File: src/rtl/mem_access_pkg.sv
// mem_access_pkg: size codes, FSM states and lane-width helper shared by the load/store unit
package mem_access_pkg;
    localparam logic [1:0] SZ_BYTE  = 2'd0;
    localparam logic [1:0] SZ_HALF  = 2'd1;
    localparam logic [1:0] SZ_WORD  = 2'd2;
    localparam logic [1:0] SZ_DWORD = 2'd3;
    typedef enum logic [2:0] {IDLE, ACC0, ACC1, CAP, RESP} state_t;
    function automatic int off_w(input int data_w);
        return $clog2(data_w / 8);
    endfunction
endpackage

File: src/rtl/mem_access_unit_lane_align.sv
// lane_align: byte-lane mask/data placement for stores and extract/extend for loads
// size/off: access size code and byte offset; wdata: right-justified store data
// rdata2: {beat1, beat0} returned words; sgn: sign-extend loads
// mask2/wd2: two-word byte mask and store data; rdata: aligned, extended load result
module lane_align import mem_access_pkg::*; #(
    parameter int DATA_W = 32,
    localparam int BYTES = DATA_W / 8,
    localparam int OFF_W = off_w(DATA_W)
) (
    input  logic [1:0]          size,
    input  logic [OFF_W-1:0]    off,
    input  logic [DATA_W-1:0]   wdata,
    input  logic [2*DATA_W-1:0] rdata2,
    input  logic                sgn,
    output logic [2*BYTES-1:0]  mask2,
    output logic [2*DATA_W-1:0] wd2,
    output logic [DATA_W-1:0]   rdata
);
    logic [3:0] nb;
    logic [6:0] nbits;
    logic [DATA_W-1:0] sh, keep, top;
    assign nb = 4'd1 << size;
    assign nbits = {nb, 3'b000};
    assign mask2 = ~({2*BYTES{1'b1}} << nb) << off;
    assign wd2 = ({{DATA_W{1'b0}}, wdata} & ~({2*DATA_W{1'b1}} << nbits)) << {off, 3'b000};
    assign sh = DATA_W'(rdata2 >> {off, 3'b000});
    assign keep = ~({DATA_W{1'b1}} << nbits);
    // one-hot on the most significant kept bit, i.e. the sign bit of the access
    assign top = keep ^ (keep >> 1);
    assign rdata = (sh & keep) | ((sgn && |(sh & top)) ? ~keep : '0);
endmodule

File: src/rtl/mem_access_unit.sv
// mem_access_unit: load/store unit turning byte accesses into one or two word beats
// req_*: request handshake and fields; mem_*: word-addressed byte-enabled memory beats
// resp_*: response handshake with extended load data and error flag
module mem_access_unit import mem_access_pkg::*; #(
    parameter int DATA_W = 32,
    parameter int ADDR_W = 32,
    parameter int ALLOW_MISALIGN = 1,
    localparam int BYTES = DATA_W / 8,
    localparam int OFF_W = off_w(DATA_W),
    localparam int AW = ADDR_W - OFF_W
) (
    input  logic              clk,
    input  logic              rst_n,
    input  logic              req_valid,
    output logic              req_ready,
    input  logic              req_write,
    input  logic [1:0]        req_size,
    input  logic              req_signed,
    input  logic [ADDR_W-1:0] req_addr,
    input  logic [DATA_W-1:0] req_wdata,
    output logic [AW-1:0]     mem_addr,
    output logic [BYTES-1:0]  mem_we,
    output logic [BYTES-1:0]  mem_re,
    output logic [DATA_W-1:0] mem_wdata,
    input  logic [DATA_W-1:0] mem_rdata,
    output logic              resp_valid,
    input  logic              resp_ready,
    output logic [DATA_W-1:0] resp_rdata,
    output logic              resp_err
);
    state_t state, state_n;
    logic r_write, r_signed, idle, acc, two, err;
    logic [1:0] r_size, cur_size;
    logic [OFF_W-1:0] r_off;
    logic [DATA_W-1:0] r_wdata, b0, ext;
    logic [2*BYTES-1:0] mask2;
    logic [2*DATA_W-1:0] wd2;
    assign idle = state == IDLE;
    assign acc = state == ACC0 || state == ACC1;
    // in IDLE the aligner looks at the incoming request to classify it; afterwards at the latched one
    assign cur_size = idle ? req_size : r_size;
    lane_align #(.DATA_W(DATA_W)) u_align (
        .size   (cur_size),
        .off    (idle ? req_addr[OFF_W-1:0] : r_off),
        .wdata  (r_wdata),
        .rdata2 (two ? {mem_rdata, b0} : {{DATA_W{1'b0}}, mem_rdata}),
        .sgn    (r_signed),
        .mask2  (mask2),
        .wd2    (wd2),
        .rdata  (ext)
    );
    assign two = |mask2[2*BYTES-1:BYTES];
    assign err = 32'(cur_size) > OFF_W || (two && ALLOW_MISALIGN == 0);
    assign req_ready = idle;
    assign resp_valid = state == RESP;
    assign mem_we = (acc && r_write) ? (state == ACC1 ? mask2[2*BYTES-1:BYTES] : mask2[BYTES-1:0]) : '0;
    assign mem_re = (acc && !r_write) ? (state == ACC1 ? mask2[2*BYTES-1:BYTES] : mask2[BYTES-1:0]) : '0;
    assign mem_wdata = (acc && r_write) ? (state == ACC1 ? wd2[2*DATA_W-1:DATA_W] : wd2[DATA_W-1:0]) : '0;
    always_comb begin
        state_n = state;
        case (state)
            IDLE:    if (req_valid) state_n = err ? RESP : ACC0;
            ACC0:    state_n = two ? ACC1 : (r_write ? RESP : CAP);
            ACC1:    state_n = r_write ? RESP : CAP;
            CAP:     state_n = RESP;
            RESP:    if (resp_ready) state_n = IDLE;
            default: state_n = IDLE;
        endcase
    end
    always_ff @(posedge clk or negedge rst_n) begin
        if (!rst_n) begin
            state <= IDLE;
            r_write <= 1'b0;
            r_signed <= 1'b0;
            r_size <= '0;
            r_off <= '0;
            r_wdata <= '0;
            b0 <= '0;
            mem_addr <= '0;
            resp_rdata <= '0;
            resp_err <= 1'b0;
        end else begin
            state <= state_n;
            if (idle && req_valid) begin
                r_write <= req_write;
                r_signed <= req_signed;
                r_size <= req_size;
                r_off <= req_addr[OFF_W-1:0];
                r_wdata <= req_wdata;
                resp_rdata <= '0;
                resp_err <= err;
            end
            if (idle && state_n == ACC0) mem_addr <= req_addr[ADDR_W-1:OFF_W];
            if (state_n == ACC1) mem_addr <= mem_addr + AW'(1);
            // memory returns beat-0 data while the unit sits in ACC1
            if (state == ACC1) b0 <= mem_rdata;
            if (state == CAP) resp_rdata <= ext;
        end
    end
endmodule
File: config.mk
export PLATFORM = sky130hd
export DESIGN_NAME = mem_access_unit
export DESIGN_NICKNAME = d
export VERILOG_FILES = /design/src/rtl/mem_access_pkg.sv /design/src/rtl/mem_access_unit_lane_align.sv /design/src/rtl/mem_access_unit.sv
export SDC_FILE = /design/constraint.sdc
export NUM_CORES = 1
export LEC_CHECK = 0
export CORE_MARGIN = 4
export CORE_UTILIZATION = 46
export DETAILED_ROUTE_END_ITERATION = 6
export PLACE_DENSITY = 0.75
export SYNTH_ARGS = -nofsm -noshare
export SYNTH_HDL_FRONTEND = slang
export SYNTH_SLANG_ARGS = --single-unit
File: constraint.sdc
create_clock -name clk -period 3 [get_ports clk]
set_input_delay 0.3 -clock clk [delete_from_list [all_inputs] [get_ports clk]]
set_output_delay 0.3 -clock clk [all_outputs]
set_load 0.005 [all_outputs]
Word level (Yosys, flattened, before mapping)
Cells that the tools add are included.

word-level totals
  register bits after elaboration = 136
  logic and storage cells = 65
  output and inout port bits = 105
  input bits = 104

operators by class
  muxes and demuxes = 19
  order comparisons = 1
  bitwise operators = 9
  shift-type cells = 7
  reductions and logical operators = 12
  equality and inequality tests = 6
  add/subtract/negate cells = 1

operators with widths
  cell                                                                   count
  32-bit two-way mux                                                     5
  32-bit AND                                                             2
  32-bit by 64-bit AND with 64-bit output                                1
  64-bit two-way mux                                                     1
  32-bit inverter                                                        2
  64-bit inverter                                                        1
  64-bit by 5-bit << shifter with 64-bit output                          1
  64-bit by 7-bit << shifter with 64-bit output, first input constant    1
  64-bit by 5-bit >> shifter with 32-bit output                          1
  30-bit two-way mux                                                     2
  32-bit bitwise OR                                                      1
  32-bit OR reduction                                                    1
  32-bit by 7-bit << shifter with 32-bit output, first input constant    1
  32-bit by 31-bit XOR with 32-bit output                                1
  30-bit by 1-bit adder with 30-bit output, second input constant        1
  3-bit two-way mux                                                      5
  3-bit one-hot mux with 5 select lines                                  1
  4-bit two-way mux                                                      3
  3-bit by 2-bit equality test with 1-bit output, second input constant  3
  8-bit inverter                                                         1
  8-bit by 2-bit << shifter with 8-bit output                            1
  8-bit by 4-bit << shifter with 8-bit output, first input constant      1
  3-bit by 1-bit equality test with 1-bit output, second input constant  2
  1-bit logical AND                                                      5
  other kinds (9)                                                        11

Longest topological paths before layout
Gate-level depths: netlist of the first run.

  depth in word-level cells = 15
  depth in mapped cells = 11
  mapped depth without buffers = 8

Cells and area by module
A second synthesis of the first run with hierarchy kept.

unflattened totals
  cell total of the unflattened synthesis = 1189
  area, all modules = 9142.5 um^2

modules (own cells, without submodules)
  module           sequential area each (um^2)  area an instance (um^2)  times used  cells each
  mem_access_unit  3403.3                       7078.0                   1           931
  lane_align       0.0                          2064.5                   1           258

Worst setup path after synthesis of the first run
No wires, ideal clock.

  path kind = register to register
  start point = register state[0]
  end point = register resp_rdata[24]
  slack = 0.246 ns
  setup time = 0.122 ns
  cell stages (with the launch flop) = 11
  buffers on the path = 2
  clock period less this slack = 2.754 ns
  arrival time = 2.633 ns
  data required time = 2.878 ns
  cells stage by stage = dfrtp_1 or3_1 buf_2 clkinv_4 o211ai_2 nand2_4 mux2_4 a2111o_1 a31o_2 buf_6 a32o_1

on the way
  longest elaborated chain between the ends = 15
  elaborated cells on any way between the ends = 24
  classes of those cells = eq/ne (1); shift (5); mux (5); bitwise (7); reduce/logical (6)

RTL lines
  element                                        line                              text
  start: declaration                             mem_access_unit.sv:31             state_t state, state_n;
  start signal: assignment                       mem_access_unit.sv:83             state <= state_n;
  3-bit logical NOT                              mem_access_unit.sv:38             assign idle = state == IDLE;
  2-bit two-way mux                              mem_access_unit.sv:41             assign cur_size = idle ? req_size : r_size;
  1-bit by 2-bit << shifter with 4-bit output    mem_access_unit_lane_align.sv:22  assign nb = 4'd1 << size;
  8-bit by 4-bit << shifter with 8-bit output    mem_access_unit_lane_align.sv:24  assign mask2 = ~({2*BYTES{1'b1}} << nb) << off;
  8-bit inverter                                 mem_access_unit_lane_align.sv:24
  8-bit by 2-bit << shifter with 8-bit output    mem_access_unit_lane_align.sv:24
  4-bit OR reduction                             mem_access_unit.sv:52             assign two = |mask2[2*BYTES-1:BYTES];
  64-bit two-way mux                             mem_access_unit.sv:46             .rdata2 (two ? {mem_rdata, b0} : {{DATA_W{1'b0}}, mem_rdata}),
  64-bit by 5-bit >> shifter with 32-bit output  mem_access_unit_lane_align.sv:26  assign sh = DATA_W'(rdata2 >> {off, 3'b000});
  32-bit AND                                     mem_access_unit_lane_align.sv:30  assign rdata = (sh & keep) | ((sgn && |(sh & top)) ? ~keep : '0);
  32-bit OR reduction                            mem_access_unit_lane_align.sv:30
  1-bit logical AND                              mem_access_unit_lane_align.sv:30
  32-bit two-way mux                             mem_access_unit_lane_align.sv:30
  32-bit bitwise OR                              mem_access_unit_lane_align.sv:30
  32-bit two-way mux                             mem_access_unit.sv:97             if (state == CAP) resp_rdata <= ext;
  end signal: assignment                         mem_access_unit.sv:97
  end: declaration                               mem_access_unit.sv:28             output logic [DATA_W-1:0] resp_rdata,

Several ways; a longest one is shown, not always the timed one.
A chain may end at the register's enable or synchronous reset.

Final worst setup path of the first run
  start point = register state[0]
  end point = output port mem_we[1]

on the way
  longest elaborated chain between the ends = 8
  elaborated cells on any way between the ends = 13
  classes of those cells = eq/ne (2); shift (3); mux (4); bitwise (1); reduce/logical (3)

RTL lines
  element                                      line                              text
  3-bit logical NOT                            mem_access_unit.sv:38
  2-bit two-way mux                            mem_access_unit.sv:41
  1-bit by 2-bit << shifter with 4-bit output  mem_access_unit_lane_align.sv:22
  8-bit by 4-bit << shifter with 8-bit output  mem_access_unit_lane_align.sv:24
  8-bit inverter                               mem_access_unit_lane_align.sv:24
  8-bit by 2-bit << shifter with 8-bit output  mem_access_unit_lane_align.sv:24
  4-bit two-way mux                            mem_access_unit.sv:56             assign mem_we = (acc && r_write) ? (state == ACC1 ? mask2[2*BYTES-1:BYTES] : mask2[BYTES-1:0]) : '0;
  4-bit two-way mux (*)                        mem_access_unit.sv:56
  end: declaration                             mem_access_unit.sv:22             output logic [BYTES-1:0] mem_we,

Every way passes the cells marked *; elsewhere a longest branch is shown, timed or not.

==> results of run 1 <==
[where the power goes]
part	internal [mW]	total [mW]	switching, mW	leakage (nW)
Combinational	4.66	9.79	5.13	3.50
Clock	1.12	1.91	0.795	0.267
Sequential	2.73	3.65	0.919	1.66
[metrics by stage]
step	hold slack [ns]	TNS (ns)	setup WS [ns]
after global placement	0.3390	-2.209	-0.2009
after CTS	0.4298	-2.687	-0.2113
after detailed placement	0.3420	-4.136	-0.2931
final	0.4352	-0.8517	-0.1714
after floorplan	0.004409	0	0.2455
after global routing	0.4457	-3.126	-0.2613
[critical path: cells and delay by family (launching register included)]
| family | cells | cell delay, ns |
|---|---|---|
| compound gates | 2 | 0.49 |
| buf+inv | 4 | 0.91 |
| flops | 1 | 0.41 |
| simple gates | 2 | 0.63 |
[cell usage after synthesis, types with 4 or more instances]
cell type  number
a221oi_1       30
buf_2           8
dfrtp_1       136
and3_1          9
nand4_1         5
a21o_1         10
a222oi_1        7
a311oi_1       12
or2_2           4
inv_1           7
o211ai_1       14
o31a_1          4
nor2_1         85
a22oi_1        31
a211oi_1       15
clkbuf_1       59
nand2_1       251
mux2i_1        24
o31ai_1         4
nand3_1        38
a21oi_1        42
nor3_1         12
nor2b_1         6
o21ai_0        54
mux2_2         44
a32o_1         14
buf_1           8
o22ai_1         6
a22o_1          7
o21a_1          5
o21ai_1         5
[cells by family (layout without fill, tap and decap cells)]
| family | count (synthesis) | in the layout |
|---|---|---|
| buf+inv | 84 | 368 |
| flops | 136 | 136 |
| simple gates | 429 | 429 |
| fa+ha+maj | 1 | 1 |
| mux | 69 | 69 |
| compound gates | 286 | 286 |
[what timing repair did]
item,in CTS,in global routing
hold endpoints to repair,62,0
setup buffers,11,21
hold buffers,1,0
setup endpoints to repair,40,56
pin swaps,9,22
resized for setup,71,101
[metal layers]
metal,GRT usage,up-vias,part of all wire
li1,-,4219,-
met1,0.3910,4452,0.39
met2,0.4649,620,0.47
met3,0.06229,112,0.10
met4,0.1151,0,0.036
met5,0,-,0
[flip-flops by register name, indices dropped and copies added, names as in the netlist]
| name | flops |
|---|---|
| r_signed | 1 |
| mem_addr | 30 |
| r_size | 2 |
| b0 | 32 |
| r_write | 1 |
| state | 3 |
| resp_rdata | 32 |
| r_off | 2 |
| r_wdata | 32 |
| resp_err | 1 |
[area by class of cell]
type,instances,area (µm²)
flip-flops and latches,136,3403
clock buffers,24,481.7
repair buffers,328,3070
multi-input cells,785,4961
clock inverters,8,47.55
fillers,1403,5670
inverters,8,42.54
well taps,229,286.5
[worst paths after layout]
check                                              to  slack [ns]  depth (start not counted)
min reg2reg                        b0[13]$_DFFE_PN0P_        0.48                          2
min in group asynchronous          b0[12]$_DFFE_PN0P_        0.45                          2
max in group asynchronous           b0[7]$_DFFE_PN0P_        1.82                          3
max                                         mem_we[1]       -0.17                          8
max reg2reg                resp_rdata[28]$_DFFE_PN0P_       -0.04                         12
min                              r_signed$_DFFE_PN0P_        0.44                          3
==> impl_metrics.prom, run 1 <==
# TYPE chip_impl_metric gauge
chip_impl_info{name="outcome",value="complete, but fails checks"} 1
chip_impl_info{name="failed_checks",value="setup timing"} 1
chip_impl_metric{name="compound_gate_fraction_of_synth_area",unit=""} 0.2469
chip_impl_metric{name="insertedDiodeCount",unit=""} 0
chip_impl_info{name="cts_tree",value="built"} 1
chip_impl_info{name="crit_path_start",value="state[0]$_DFF_PN0_"} 1
chip_impl_info{name="cp-end-kind",value="primary output"} 1
chip_impl_metric{name="place.detailed.instances",unit=""} 1453
chip_impl_metric{name="yosysWarningCount",unit=""} 0
chip_impl_metric{name="global_route.overflow_total",unit=""} 0
chip_impl_metric{name="numClockSinks",unit=""} 136
chip_impl_metric{name="clock_skew",unit="ns"} 0.009537
chip_impl_metric{name="post_syn_instances",unit=""} 1005
chip_impl_metric{name="maximum_buffer_depth_of_the_clock_tree",unit=""} 2
chip_impl_metric{name="share_of_yosys_cell_area_claimed_by_the_top_area_cell_type",unit=""} 0.4053
chip_impl_info{name="yosys-top-cells-area",value="dfrtp_1 (41%), nand2_1 (11%), mux2_2 (5.9%), nor2_1 (3.8%), o21ai_0 (3.2%)"} 1
chip_impl_info{name="hold_path.class",value="in -> reg"} 1
chip_impl_metric{name="h-tree-depth",unit=""} 4
chip_impl_metric{name="worst-path-max-fanout",unit=""} 9
chip_impl_info{name="synthDominantAreaCellType",value="dfrtp_1"} 1
chip_impl_metric{name="postSynth.asyncResetShare",unit=""} 1.000
chip_impl_metric{name="layout_cell_share_with_drive_strength_beyond_1",unit=""} 0.2203
chip_impl_metric{name="fmax",unit="MHz"} 315.3
chip_impl_metric{name="core_area",unit="µm²"} 17960
chip_impl_metric{name="arrival",unit="ns"} 2.87
chip_impl_metric{name="final_cell_area",unit="µm²"} 12290
chip_impl_metric{name="tritoncts.num_buffers",unit=""} 17
chip_impl_metric{name="report.final.setup_viol",unit=""} 21
chip_impl_metric{name="slew_headroom",unit=""} 0.5725
chip_impl_metric{name="finalHoldViolCount",unit=""} 0
chip_impl_metric{name="drv_cap",unit=""} 0
chip_impl_metric{name="period_minus_slack",unit="ns"} 3.171
chip_impl_metric{name="number_of_global_route_vias_before_repair",unit=""} 9086
chip_impl_metric{name="required",unit="ns"} 2.70
chip_impl_info{name="critical-path-top-cell-by-count",value="buf_4"} 1
chip_impl_metric{name="final_cells",unit=""} 1518
chip_impl_metric{name="drt-vias-per-instance",unit=""} 6.194
chip_impl_metric{name="routed-via-count",unit=""} 9403
chip_impl_metric{name="finalMaxSlewViolations",unit=""} 0
chip_impl_metric{name="layout-area-overhead-vs-synth",unit="%"} 46.40
chip_impl_metric{name="dpl_cell_area",unit="µm²"} 11240
chip_impl_metric{name="avgRoutedWirePerCell",unit="µm"} 20.28
chip_impl_metric{name="grt_antenna_before_repair",unit=""} 0
chip_impl_info{name="worstReg2RegStart",value="state[0]$_DFF_PN0_"} 1
chip_impl_metric{name="initial_core_util",unit=""} 0.4674
chip_impl_metric{name="die_span_x",unit="µm"} 143.1
chip_impl_metric{name="grt_max_degree",unit=""} 65
chip_impl_metric{name="critical_path.max_stage_delay",unit="ns"} 0.49
chip_impl_metric{name="cts_clk_pin_slew_worst_paths",unit="ns"} 0.06
chip_impl_metric{name="power.density_cell_area",unit="nW/µm²"} 1249
chip_impl_metric{name="drt_iter0_markers",unit=""} 986
chip_impl_metric{name="post-route-period-util",unit=""} 1.057
chip_impl_info{name="criticalPathCategory",value="reg -> out"} 1
chip_impl_metric{name="drt_pre_antenna_iters",unit=""} 6
chip_impl_metric{name="synth.lib_cells_used.distinct",unit=""} 66
chip_impl_metric{name="synth_xor_xnor_area_share",unit=""} 0
chip_impl_metric{name="post_synth_fa_ha_maj_area_fraction",unit=""} 0.001490
chip_impl_metric{name="design.die.area",unit="µm²"} 20480
chip_impl_metric{name="synth_edf_count",unit=""} 0
chip_impl_metric{name="site_rows",unit=""} 49
chip_impl_info{name="yosys_most_used_dff",value="dfrtp_1"} 1
chip_impl_info{name="cp_cell_sequence",value="buf_4 > or3_4 > clkinv_8 > a21oi_2 > and3_4 > a2111oi_2 > buf_4 > clkdlybuf4s50_1"} 1
chip_impl_metric{name="port_buffers",unit=""} 208
chip_impl_metric{name="mappedNetlistArea",unit="µm²"} 8397
chip_impl_metric{name="io_pins",unit=""} 209
chip_impl_metric{name="dp_hpwl",unit="µm"} 20990
chip_impl_metric{name="avgSynthCellArea",unit="µm²"} 8.355
chip_impl_metric{name="finalWirelength",unit="µm"} 30790
chip_impl_metric{name="synth-seq-cells",unit=""} 136
chip_impl_info{name="final_cell_mix",value="nand2_1 (249), clkdlybuf4s50_1 (169), dfrtp_1 (136)"} 1
chip_impl_info{name="mostFrequentLayoutCell",value="nand2_1"} 1
chip_impl_metric{name="globalplace.congestion",unit=""} 0.9060
chip_impl_metric{name="clock_insertion_delay_at_the_later_pin_of_the_skew_report",unit="ns"} 0.42
chip_impl_info{name="clk_root_buffer_cell",value="clkbuf_16"} 1
chip_impl_metric{name="muxShareOfSynthArea",unit=""} 0.08941
chip_impl_info{name="unrepaired_setup_endpoints_after_global_routing",value="yes"} 1
chip_impl_metric{name="power.ir.vdd_worst",unit="V"} 0.0007788
chip_impl_metric{name="final_core_utilization",unit=""} 0.6843
chip_impl_metric{name="nNetsFinal",unit=""} 1381
chip_impl_metric{name="worstMarginPinSlew",unit="ns"} 0.6412
chip_impl_info{name="timing.hold.worst.start",value="req_signed"} 1
chip_impl_metric{name="number_of_nets_produced_by_synthesis",unit=""} 1110
chip_impl_info{name="dominant_combinational_cell_family_by_area_after_synthesis",value="compound AO/OA/AOI/OAI gates"} 1
chip_impl_metric{name="worst_slack",unit="ns"} -0.1714
chip_impl_metric{name="seq_area_frac_synth",unit=""} 0.4053
chip_impl_metric{name="groute.usage.overall",unit=""} 0.2923
chip_impl_metric{name="die-height",unit="µm"} 143.1
chip_impl_metric{name="power",unit="mW"} 15.36
chip_impl_metric{name="static-leakage-power",unit="nW"} 5.433
chip_impl_info{name="crit_slowest_cell",value="clkdlybuf4s50_1"} 1
chip_impl_metric{name="number_of_routed_nets_with_antenna_violations",unit=""} 0
chip_impl_metric{name="route.detailed.drc",unit=""} 0
chip_impl_metric{name="grt_pass1_wl",unit="µm"} 48120
chip_impl_info{name="worstSetupStartpointType",value="flop"} 1
chip_impl_metric{name="post_synth_and_or_nand_nor_area_fraction",unit=""} 0.2167
Power figures use the tool's default switching activity.
==> inputs of run 2 (changes only) <==
--- a/config.mk
+++ b/config.mk
@@ -8,7 +8,7 @@
 export CORE_MARGIN = 4
 export CORE_UTILIZATION = 46
 export DETAILED_ROUTE_END_ITERATION = 6
-export PLACE_DENSITY = 0.75
+export PLACE_DENSITY = 0.83
 export SYNTH_ARGS = -nofsm -noshare
 export SYNTH_HDL_FRONTEND = slang
 export SYNTH_SLANG_ARGS = --single-unit
==> run 2 against run 1 <==
Effect of this change:
- the run still ends with setup timing left
- clock skew fell by 0.0019 ns
- count of clock-buffer cells in the layout fell by 3
- clock power rose by 26%
- via count rose by 0.65%
- sequential cell count did not move
- final cell count fell by 1.8%
- setup slack improved by 0.12 ns
- global-route usage fell by 0.36 points
- routed wire length barely moved
- critical path type unchanged
- critical endpoint is now mem_wdata[1]
==> impl_metrics.prom, run 2 (synthesized netlist as in run 1, its figures left out) <==
# TYPE chip_impl_metric gauge
chip_impl_info{name="outcome",value="complete, but fails checks"} 1
chip_impl_info{name="failed_checks",value="setup timing"} 1
chip_impl_metric{name="maximum_buffer_depth_of_the_clock_tree",unit=""} 2
chip_impl_metric{name="h-tree-depth",unit=""} 4
chip_impl_info{name="crit_path_start",value="state[0]$_DFF_PN0_"} 1
chip_impl_metric{name="global_route.overflow_total",unit=""} 0
chip_impl_metric{name="grt_antenna_before_repair",unit=""} 0
chip_impl_metric{name="post-route-period-util",unit=""} 1.018
chip_impl_info{name="worstReg2RegStart",value="state[0]$_DFF_PN0_"} 1
chip_impl_metric{name="site_rows",unit=""} 49
chip_impl_info{name="cp-end-kind",value="primary output"} 1
chip_impl_metric{name="clock_skew",unit="ns"} 0.007642
chip_impl_metric{name="tritoncts.num_buffers",unit=""} 17
chip_impl_metric{name="insertedDiodeCount",unit=""} 0
chip_impl_info{name="cts_tree",value="built"} 1
chip_impl_metric{name="drt_pre_antenna_iters",unit=""} 6
chip_impl_metric{name="initial_core_util",unit=""} 0.4674
chip_impl_metric{name="number_of_routed_nets_with_antenna_violations",unit=""} 0
chip_impl_info{name="largest_registers",value="b0 x32, r_wdata x32, resp_rdata x32"} 1
chip_impl_metric{name="r2r_setup_slack",unit="ns"} 0.14
chip_impl_metric{name="route.detailed.drc",unit=""} 0
chip_impl_metric{name="groute.usage.overall",unit=""} 0.2887
chip_impl_info{name="unrepaired_setup_endpoints_after_global_routing",value="yes"} 1
chip_impl_metric{name="dp_hpwl",unit="µm"} 21040
chip_impl_metric{name="routed-via-count",unit=""} 9464
chip_impl_metric{name="nNetsFinal",unit=""} 1353
chip_impl_metric{name="arrival",unit="ns"} 2.75
chip_impl_metric{name="critical_path_buf_inv_count",unit=""} 3
chip_impl_metric{name="grt_pass1_wl",unit="µm"} 47220
chip_impl_metric{name="finalMaxSlewViolations",unit=""} 0
chip_impl_metric{name="final_core_utilization",unit=""} 0.6775
chip_impl_info{name="reg2reg_to",value="resp_rdata[24]$_DFFE_PN0P_"} 1
chip_impl_metric{name="worstSetupPathDepth",unit=""} 10
chip_impl_info{name="criticalPathCategory",value="reg -> out"} 1
chip_impl_info{name="cp_cell_sequence",value="buf_12 > o31a_1 > a2111oi_4 > nor2_4 > buf_4 > a22oi_2 > o211ai_1 > o21ai_1 > nor2_1 > dlygate4sd2_1"} 1
chip_impl_metric{name="avgRoutedWirePerCell",unit="µm"} 20.66
chip_impl_metric{name="die-height",unit="µm"} 143.1
chip_impl_metric{name="die_span_x",unit="µm"} 143.1
chip_impl_metric{name="clock_insertion_delay_at_the_later_pin_of_the_skew_report",unit="ns"} 0.42
chip_impl_info{name="crit_slowest_cell",value="dfrtp_2"} 1
chip_impl_metric{name="static-leakage-power",unit="nW"} 5.225
chip_impl_metric{name="place.detailed.instances",unit=""} 1437
chip_impl_metric{name="number_of_global_route_vias_before_repair",unit=""} 9022
chip_impl_metric{name="globalplace.congestion",unit=""} 0.9051
chip_impl_info{name="final_cell_mix",value="nand2_1 (249), clkdlybuf4s50_1 (167), dfrtp_1 (134)"} 1
chip_impl_metric{name="worst_slack",unit="ns"} -0.05311
chip_impl_metric{name="final_cells",unit=""} 1490
chip_impl_metric{name="power.ir.vdd_worst",unit="V"} 0.0008153
chip_impl_info{name="worstSetupStartpointType",value="flop"} 1
chip_impl_metric{name="required",unit="ns"} 2.70
chip_impl_metric{name="drv_cap",unit=""} 0
chip_impl_metric{name="power.density_cell_area",unit="nW/µm²"} 1252
chip_impl_metric{name="io_pins",unit=""} 209
chip_impl_metric{name="fmax",unit="MHz"} 327.5
chip_impl_metric{name="grt_max_degree",unit=""} 62
chip_impl_metric{name="cts_clk_pin_slew_worst_paths",unit="ns"} 0.06
chip_impl_metric{name="slew_headroom",unit=""} 0.1741
chip_impl_metric{name="drt_iter0_markers",unit=""} 1036
chip_impl_info{name="hold_path.class",value="in -> async"} 1
chip_impl_metric{name="layout-area-overhead-vs-synth",unit="%"} 44.94
chip_impl_metric{name="numClockSinks",unit=""} 136
chip_impl_metric{name="finalWirelength",unit="µm"} 30780
chip_impl_metric{name="worst-path-max-fanout",unit=""} 8
chip_impl_metric{name="core_area",unit="µm²"} 17960
chip_impl_info{name="cp-endpoint",value="mem_wdata[1]"} 1
chip_impl_info{name="critical-path-top-delay-family",value="compound AO/OA/AOI/OAI gates"} 1
chip_impl_metric{name="finalHoldViolCount",unit=""} 0
chip_impl_info{name="clk_root_buffer_cell",value="clkbuf_16"} 1
chip_impl_metric{name="drt-vias-per-instance",unit=""} 6.352
chip_impl_info{name="mostFrequentLayoutCell",value="nand2_1"} 1
chip_impl_metric{name="reg2reg_depth",unit=""} 9
chip_impl_metric{name="layout_cell_share_with_drive_strength_beyond_1",unit=""} 0.1998
chip_impl_metric{name="worstMarginPinSlew",unit="ns"} 1.238
chip_impl_metric{name="critical_path.max_stage_delay",unit="ns"} 0.44
chip_impl_metric{name="port_buffers",unit=""} 208
chip_impl_metric{name="period_minus_slack",unit="ns"} 3.053
chip_impl_metric{name="design.die.area",unit="µm²"} 20480
chip_impl_metric{name="report.final.setup_viol",unit=""} 3
chip_impl_metric{name="power",unit="mW"} 15.23
## run 2: worst min path at each step
stage / start / to / slack [ns] / cells after the start
2_1_floorplan: rst_n / b0[0]$_DFFE_PN0P_ / 0.004 / 0
3_3_place_gp: rst_n / mem_addr[24]$_DFFE_PN0P_ / 0.32 / 1
3_5_place_dp: rst_n / mem_addr[24]$_DFFE_PN0P_ / 0.33 / 1
4_1_cts: req_signed / r_signed$_DFFE_PN0P_ / 0.44 / 3
5_1_grt: req_addr[3] / mem_addr[1]$_DFFE_PN0P_ / 0.47 / 3
6_report: rst_n / mem_addr[24]$_DFFE_PN0P_ / 0.43 / 2
## run 2: stage by stage
| stage | hold WS [ns] | setup WS [ns] | TNS, ns | area (µm²) |
|---|---|---|---|---|
| after floorplan | 0.004409 | 0.2455 | 0 | 8397 |
| after detailed placement | 0.3272 | -0.2287 | -3.096 | 11080 |
| after CTS | 0.4425 | -0.03684 | -0.09530 | 12000 |
| final | 0.4275 | -0.05311 | -0.08812 | 12170 |
| after global routing | 0.4710 | -0.1209 | -0.6236 | 12170 |
| after global placement | 0.3187 | -0.2490 | -3.072 | 11080 |
## run 2: repair_timing
item                                    4_1_cts  5_1_grt
gates resized for setup                      95       63
hold buffers                                  1        0
gates cloned                                  0        1
endpoints found under the setup margin       40       55
pin swaps                                    11       22
hold endpoints to repair                     58        0
buffers inserted                             11        9
## run 2: layout make-up
class                      count  area, µm²
clock inverter                11      219.0
multi-input combinational    785       4970
fill                        1400       5793
clock buffer                  21      450.4
timing repair buffer         300       2801
inverter                       8      37.54
sequential                   136       3406
tap                          229      286.5
## run 2: power by group
group	switching (mW)	internal [mW]	total, mW
Combinational	4.97	4.15	9.12
Sequential	0.981	2.74	3.72
Clock	0.811	1.59	2.40
## run 2: metal layers
metal  GRT usage  vias up  wire, µm
met4      0.1186        0      1193
met3     0.07535      104      3437
li1            -     4182         -
met5           0        -         0
met1      0.3772     4481     11500
met2      0.4575      697     14650
